File: config.mk
export PLATFORM = sky130hd
export DESIGN_NAME = glitch_cmd_parser
export DESIGN_NICKNAME = d
export VERILOG_FILES = /design/src/rtl/glitch_cmd_parser.sv
export SDC_FILE = /design/constraint.sdc
export NUM_CORES = 1
export LEC_CHECK = 0
export CORE_MARGIN = 5
export CORE_UTILIZATION = 53
export CTS_CLUSTER_SIZE = 25
export DETAILED_ROUTE_END_ITERATION = 7
export HOLD_SLACK_MARGIN = 0.08
export PLACE_DENSITY = 0.94
export SLEW_MARGIN = 20
export SYNTH_ARGS = -nofsm -noshare
export SYNTH_HDL_FRONTEND = slang
export SYNTH_SLANG_ARGS = --single-unit
File: constraint.sdc
create_clock -name clk -period 5.5 [get_ports clk]
set_clock_uncertainty 0.2 [all_clocks]
set_input_delay 0.55 -clock clk [delete_from_list [all_inputs] [get_ports clk]]
set_output_delay 0.55 -clock clk [all_outputs]
set_load 0.1 [all_outputs]
File: src/rtl/glitch_cmd_parser.sv
// UART command parser for the glitcher: decodes d/w/a/s commands, holds config.
// Optional inter-byte argument timeout: define GLITCH_CMD_TIMEOUT_EN.
module glitch_cmd_parser #(
   parameter int DELAY_W        = 16,
   parameter int WIDTH_W        = 8,
   parameter int TIMEOUT_CYCLES = 1000000
) (
   input  logic               clk,
   input  logic               rst,
   input  logic [7:0]         rx_data,
   input  logic               rx_valid,
   output logic [7:0]         tx_data,
   output logic               tx_valid,
   input  logic               tx_ready,
   input  logic               busy_in,
   output logic [DELAY_W-1:0] delay,
   output logic [WIDTH_W-1:0] pulse_width,
   output logic               arm,
   output logic               rx_drop
);

   localparam int NB = DELAY_W / 8;
   localparam int CW = $clog2(NB + 1);

   typedef enum logic [1:0] {S_IDLE, S_ARG, S_RESP} state_e;

   state_e             state_q, state_d;
   logic [CW-1:0]      cnt_q, cnt_d;
   logic               tgt_q, tgt_d;
   logic [DELAY_W-1:0] shadow_q, shadow_d, shadow_nx;
   logic [DELAY_W-1:0] delay_q, delay_d;
   logic [WIDTH_W-1:0] width_q, width_d;
   logic               arm_q, arm_d;
   logic [7:0]         txd_q, txd_d;
   logic               drop_q, drop_d;

`ifdef GLITCH_CMD_TIMEOUT_EN
   localparam int TW = $clog2(TIMEOUT_CYCLES + 1);
   logic [TW-1:0] tmo_q, tmo_d;
`else
   logic unused_tmo;
   assign unused_tmo = |TIMEOUT_CYCLES;
`endif

   assign shadow_nx = (shadow_q << 8) | DELAY_W'(rx_data);

   always_comb begin
      state_d  = state_q;
      cnt_d    = cnt_q;
      tgt_d    = tgt_q;
      shadow_d = shadow_q;
      delay_d  = delay_q;
      width_d  = width_q;
      arm_d    = 1'b0;
      txd_d    = txd_q;
      drop_d   = 1'b0;
`ifdef GLITCH_CMD_TIMEOUT_EN
      tmo_d    = tmo_q;
`endif
      unique case (state_q)
         S_IDLE: begin
`ifdef GLITCH_CMD_TIMEOUT_EN
            tmo_d = '0;
`endif
            if (rx_valid) begin
               state_d  = S_RESP;
               shadow_d = '0;
               case (rx_data)
                  8'h64: begin
                     state_d = S_ARG;
                     cnt_d   = CW'(NB);
                     tgt_d   = 1'b0;
                  end
                  8'h77: begin
                     state_d = S_ARG;
                     cnt_d   = CW'(1);
                     tgt_d   = 1'b1;
                  end
                  8'h61: begin
                     if (busy_in)
                        txd_d = 8'h42;
                     else if (width_q == '0)
                        txd_d = 8'h45;
                     else begin
                        arm_d = 1'b1;
                        txd_d = 8'h2E;
                     end
                  end
                  8'h73:   txd_d = {7'b0, busy_in};
                  default: txd_d = 8'h3F;
               endcase
            end
         end
         S_ARG: begin
            if (rx_valid) begin
               shadow_d = shadow_nx;
               cnt_d    = cnt_q - CW'(1);
`ifdef GLITCH_CMD_TIMEOUT_EN
               tmo_d    = '0;
`endif
               if (cnt_q == CW'(1)) begin
                  state_d = S_RESP;
                  txd_d   = 8'h2E;
                  if (tgt_q)
                     width_d = shadow_nx[WIDTH_W-1:0];
                  else
                     delay_d = shadow_nx;
               end
            end
`ifdef GLITCH_CMD_TIMEOUT_EN
            else if (tmo_q == TW'(TIMEOUT_CYCLES - 1)) begin
               state_d  = S_RESP;
               txd_d    = 8'h21;
               shadow_d = '0;
            end else begin
               tmo_d = tmo_q + TW'(1);
            end
`endif
         end
         S_RESP: begin
            // bytes arriving while a response is pending are lost
            drop_d = rx_valid;
            if (tx_ready)
               state_d = S_IDLE;
         end
         default: state_d = S_IDLE;
      endcase
   end

   always_ff @(posedge clk or posedge rst) begin
      if (rst) begin
         state_q  <= S_IDLE;
         cnt_q    <= '0;
         tgt_q    <= 1'b0;
         shadow_q <= '0;
         delay_q  <= '0;
         width_q  <= '0;
         arm_q    <= 1'b0;
         txd_q    <= 8'h00;
         drop_q   <= 1'b0;
`ifdef GLITCH_CMD_TIMEOUT_EN
         tmo_q    <= '0;
`endif
      end else begin
         state_q  <= state_d;
         cnt_q    <= cnt_d;
         tgt_q    <= tgt_d;
         shadow_q <= shadow_d;
         delay_q  <= delay_d;
         width_q  <= width_d;
         arm_q    <= arm_d;
         txd_q    <= txd_d;
         drop_q   <= drop_d;
`ifdef GLITCH_CMD_TIMEOUT_EN
         tmo_q    <= tmo_d;
`endif
      end
   end

   assign tx_valid    = (state_q == S_RESP);
   assign tx_data     = txd_q;
   assign delay       = delay_q;
   assign pulse_width = width_q;
   assign arm         = arm_q;
   assign rx_drop     = drop_q;

endmodule

* Word level (Yosys, flattened, before mapping) *
Cells that the tools add are included.

operators by class
  add/sub/neg operators = 1
  equal/unequal tests = 13
  mux-type cells = 27
  bitwise operators = 2
  reduce and logical (&&, ||, !) cells = 12

operators by type and width
  cell                                                    count
  2-to-1 mux 8 bit                                        5
  equality test 8 x 7 -> 1 bit (second input constant)    4
  case mux 8 bit (2 select lines)                         2
  case mux 8 bit (3 select lines)                         1
  bitwise OR 16 x 8 -> 16 bit                             1
  AND reduction 4 bit                                     4
  2-to-1 mux 2 bit                                        7
  2-to-1 mux 7 bit                                        2
  zero test 8 bit                                         1
  inequality test 2 bit (second input constant)           4
  case mux 2 bit (2 select lines)                         2
  2-to-1 mux 1 bit                                        6
  case mux 2 bit (3 select lines)                         1
  AND reduction 3 bit                                     2
  AND reduction 5 bit                                     1
  equality test 2 x 1 -> 1 bit (second input constant)    2
  nonzero test 2 bit                                      2
  inequality test 3 x 1 -> 1 bit (second input constant)  1
  equality test 2 bit (second input constant)             1
  zero test 2 bit                                         1
  inequality test 2 x 1 -> 1 bit (second input constant)  1
  case mux 1 bit (2 select lines)                         1
  OR reduction 2 bit                                      1
  subtractor 2 x 1 -> 2 bit (second input constant)       1
  inverter 1 bit                                          1

word-level totals
  bits in registers = 47
  input port bits = 13
  output and inout port bits = 35
  word-level logic and storage cells = 64

* Depth between registers and ports, before layout *
  depth after elaboration = 6
  mapped depth = 6
  mapped depth without buffers = 6

* Worst setup path before layout *
OpenSTA, ideal clock, no wires.

  kind = reg2out
  start point = register state_q[0]
  end point = output port tx_valid
  data arrival time = 1792 ps
  setup slack = 2958 ps
  cell stages (with the launch flop) = 2
  buffers on the path = 0
  cell sequence = dfrtp_1 nor2b_1

on the way
  word-level cells in the longest chain between the ends = 1

RTL lines
  what                      RTL line  RTL
  start: declaration        27        state_e state_q, state_d;
  start signal: assignment  145       state_q <= state_d;
  equality test 2 bit       160       assign tx_valid = (state_q == S_RESP);
  end: declaration          13        output logic tx_valid,

Every way passes these cells.

* Worst setup path in the final report *
Same ends and word-level chain as after synthesis.

==> impl_metrics.env <==
export IMPL_status="finished, final reports clean"
export IMPL_cts_setup_buffers=0
export IMPL_layout_drive_gt1_share_pct=21.2
export IMPL_grt_use_total_pct=18.8
export IMPL_antenna_cells=0
export IMPL_final_antenna_net_count=0
export IMPL_first_pass_iters=4
export IMPL_synth_enable_flop_cells=0
export IMPL_stdcell_area_mm2=0.00270
export IMPL_rows=22
export IMPL_hold_buffers=0
export IMPL_startpoint_type="flop"
export IMPL_tightest_slew_ns=0.984
export IMPL_start_util_pct=56.0
export IMPL_ir_drop_mv=0.200
export IMPL_vias=1527
export IMPL_port_buffer_count=46
export IMPL_yosys_top_cells_area="dfrtp_1, mux2_2, nand2_1, o21ai_0, mux2_4"
export IMPL_yosys_area_share_adder_pct=0.597
export IMPL_syn_area_mm2=0.00210
export IMPL_synth_xor_xnor_area_share_pct=0
export IMPL_cts_sinks=45
export IMPL_crit_arrival_ns=2.25
export IMPL_num_nets_final=235
export IMPL_synth_cells=175
export IMPL_p_leak_nw=1.17
export IMPL_grt_pass1_vias=1560
export IMPL_synth_compound_area_share_pct=11.7
export IMPL_routed_wl_um=4500
export IMPL_cts_htree_levels=2
export IMPL_synth_top_family_by_area="multiplexers"
export IMPL_grt_ovfl_total=0
export IMPL_drv_slew=0
export IMPL_path_cells="nor2b_1, clkdlybuf4s50_1"
export IMPL_max_cap_violations=0
export IMPL_path_depth=2
export IMPL_crit_required_ns=4.75
export IMPL_yosys_area_share_simple_pct=14.8
export IMPL_yosys_cell_types_count=45
export IMPL_core_mm2=0.00374
export IMPL_synth_top_area_share_pct=53.7
export IMPL_drt_iter0_drc=98
export IMPL_antenna_found_initial=0
export IMPL_async_flop_share_pct=100
export IMPL_ys_seq_elements=45
export IMPL_yosys_most_used_dff="dfrtp_1"
export IMPL_synth_top_cell_by_area="dfrtp_1"
export IMPL_cts_tree="done"
export IMPL_hold_path_class="reg2reg"
export IMPL_post_synth_cell_area_avg_um2=12.0
export IMPL_clk_insertion_delay_late_ns=0.30
export IMPL_wl_per_cell_um=16.7
export IMPL_holdPathStages=2
export IMPL_die_w_um=72.9
export IMPL_top_usage_layer="met2"
export IMPL_met2_usage_pct=28.9
export IMPL_finalSetupViolations=0
export IMPL_dp_hpwl_um=3290
export IMPL_gp_congestion=0.924
export IMPL_cpPeakStageDelay_ns=1.15
export IMPL_fin_crit_sh_pct=54.5
export IMPL_whs_ns=0.286
export IMPL_syn_nets=189
export IMPL_powerDensity_mw_per_mm2=259
export IMPL_worst_path_dominant_cell_family="buffers and inverters"
export IMPL_max_freq_ghz=0.334
export IMPL_synthTopCellsByCount="dfrtp_1, mux2_2, nand2_1, o21ai_0, inv_1"
export IMPL_die_h_um=72.9
export IMPL_met1_usage_pct=24.6
export IMPL_ys_seq_area_share_pct=53.7
export IMPL_areaGrowthSynthToFinish_pct=28.6
export IMPL_cts_resized=0
export IMPL_cts_buffer_depth=2
export IMPL_num_io_pins=48
export IMPL_place_area_mm2=0.00258
export IMPL_avgViaCountPerCell=5.66
export IMPL_slowest_stage="clkdlybuf4s50_1"
export IMPL_power_total_mw=0.698
export IMPL_synthMuxAreaShare_pct=15.7
export IMPL_drc=0
export IMPL_grt_use_met3_pct=6.20
export IMPL_crit_path_end_kind="output pin"
export IMPL_die_area_mm2=0.00531
export IMPL_slew_headroom_pct=34.2
export IMPL_rr_worst_depth=4
export IMPL_critical_path_buf_inv_count=1
export IMPL_rsz0062_at_grt="no"
export IMPL_cts_clk_slew_worst_paths_ns=0.09
export IMPL_path_max_fanout=17
export IMPL_path_class="reg2out"
export IMPL_hold_viol_final=0
export IMPL_cts_root_buf="clkbuf_8"
export IMPL_grt_pass1_wl_um=7570
export IMPL_grt_max_degree=46
export IMPL_tns_ns=0
export IMPL_numCtsBuffers=5
export IMPL_fin_crit_ns=3.00
export IMPL_synth_warnings=0
export IMPL_synth_most_common_cell="dfrtp_1"
[power breakdown]
part,switching (mW),total (mW),internal [mW]
registers,0.00599,0.344,0.338
clock network,0.117,0.253,0.136
logic,0.0708,0.101,0.0302
[state kept, by name (all words and copies together) (netlist names)]
| name | count |
|---|---|
| cnt_q | 2 |
| state_q | 2 |
| pulse_width | 8 |
| tx_data | 6 |
| shadow_q | 8 |
| rx_drop | 1 |
| tgt_q | 1 |
| arm | 1 |
| delay | 16 |
[placed cells by master, fill, tap and decap left out, types with 3 or more instances in the layout]
master	n
clkdlybuf4s50_1	46
dfrtp_1	45
mux2_2	22
nand2_1	21
o21ai_0	12
inv_1	6
nor3_1	5
clkbuf_8	5
mux2_4	4
nand2b_1	3
o21ai_1	3
nor2_1	3
or4_1	3
[final timing paths]
| kind | startpoint | slack (ns) | to |
|---|---|---|---|
| worst max-delay path | state_q[0] | 2.50 | tx_valid |
| min in group asynchronous | rst | 0.49 | delay[14] |
| max in group asynchronous | rst | 4.22 | rx_drop |
| worst min-delay path | shadow_q[0] | 0.29 | shadow_q[0] |
| worst max register to register | state_q[0] | 2.87 | delay[1] |
| worst min register to register | shadow_q[0] | 0.29 | shadow_q[0] |
[tightest hold or removal path, stage by stage, from the launching register on]
cell	delay, ns
dfrtp_1	0.35
nand2_1	0.05
o31ai_1	0.05
[cell families after synthesis]
| family | after synthesis |
|---|---|
| multiplexers | 28 |
| flip-flops | 45 |
| other | 1 |
| AND/OR/NAND/NOR | 52 |
| buffers and inverters | 15 |
| AO/OA/AOI/OAI | 33 |
| adder cells (fa/ha/maj) | 1 |
[per-stage QoR]
step,setup slack (ns),utilization [%],instances
finish,2.50,72.0,270
global route,2.43,72.0,270
CTS,2.48,72.0,270
detailed placement,2.68,69.0,262
global placement,2.76,69.0,262
floorplan,2.96,-,175
[per-layer routing]
metal	vias up	share of wire, %
met5	-	0
met4	0	2.6
met3	12	7.2
met2	59	46
met1	748	44
li1	708	-
[layout make-up]
type	instances	area [um^2]
Fill cell	280	1050
Inverter	7	26.3
Tap cell	48	60.1
Timing Repair Buffer	47	468
Sequential cell	45	1130
Clock inverter	3	46.3
Multi-Input combinational cell	115	901
Clock buffer	5	68.8
(Power assumes the default switching activity.)
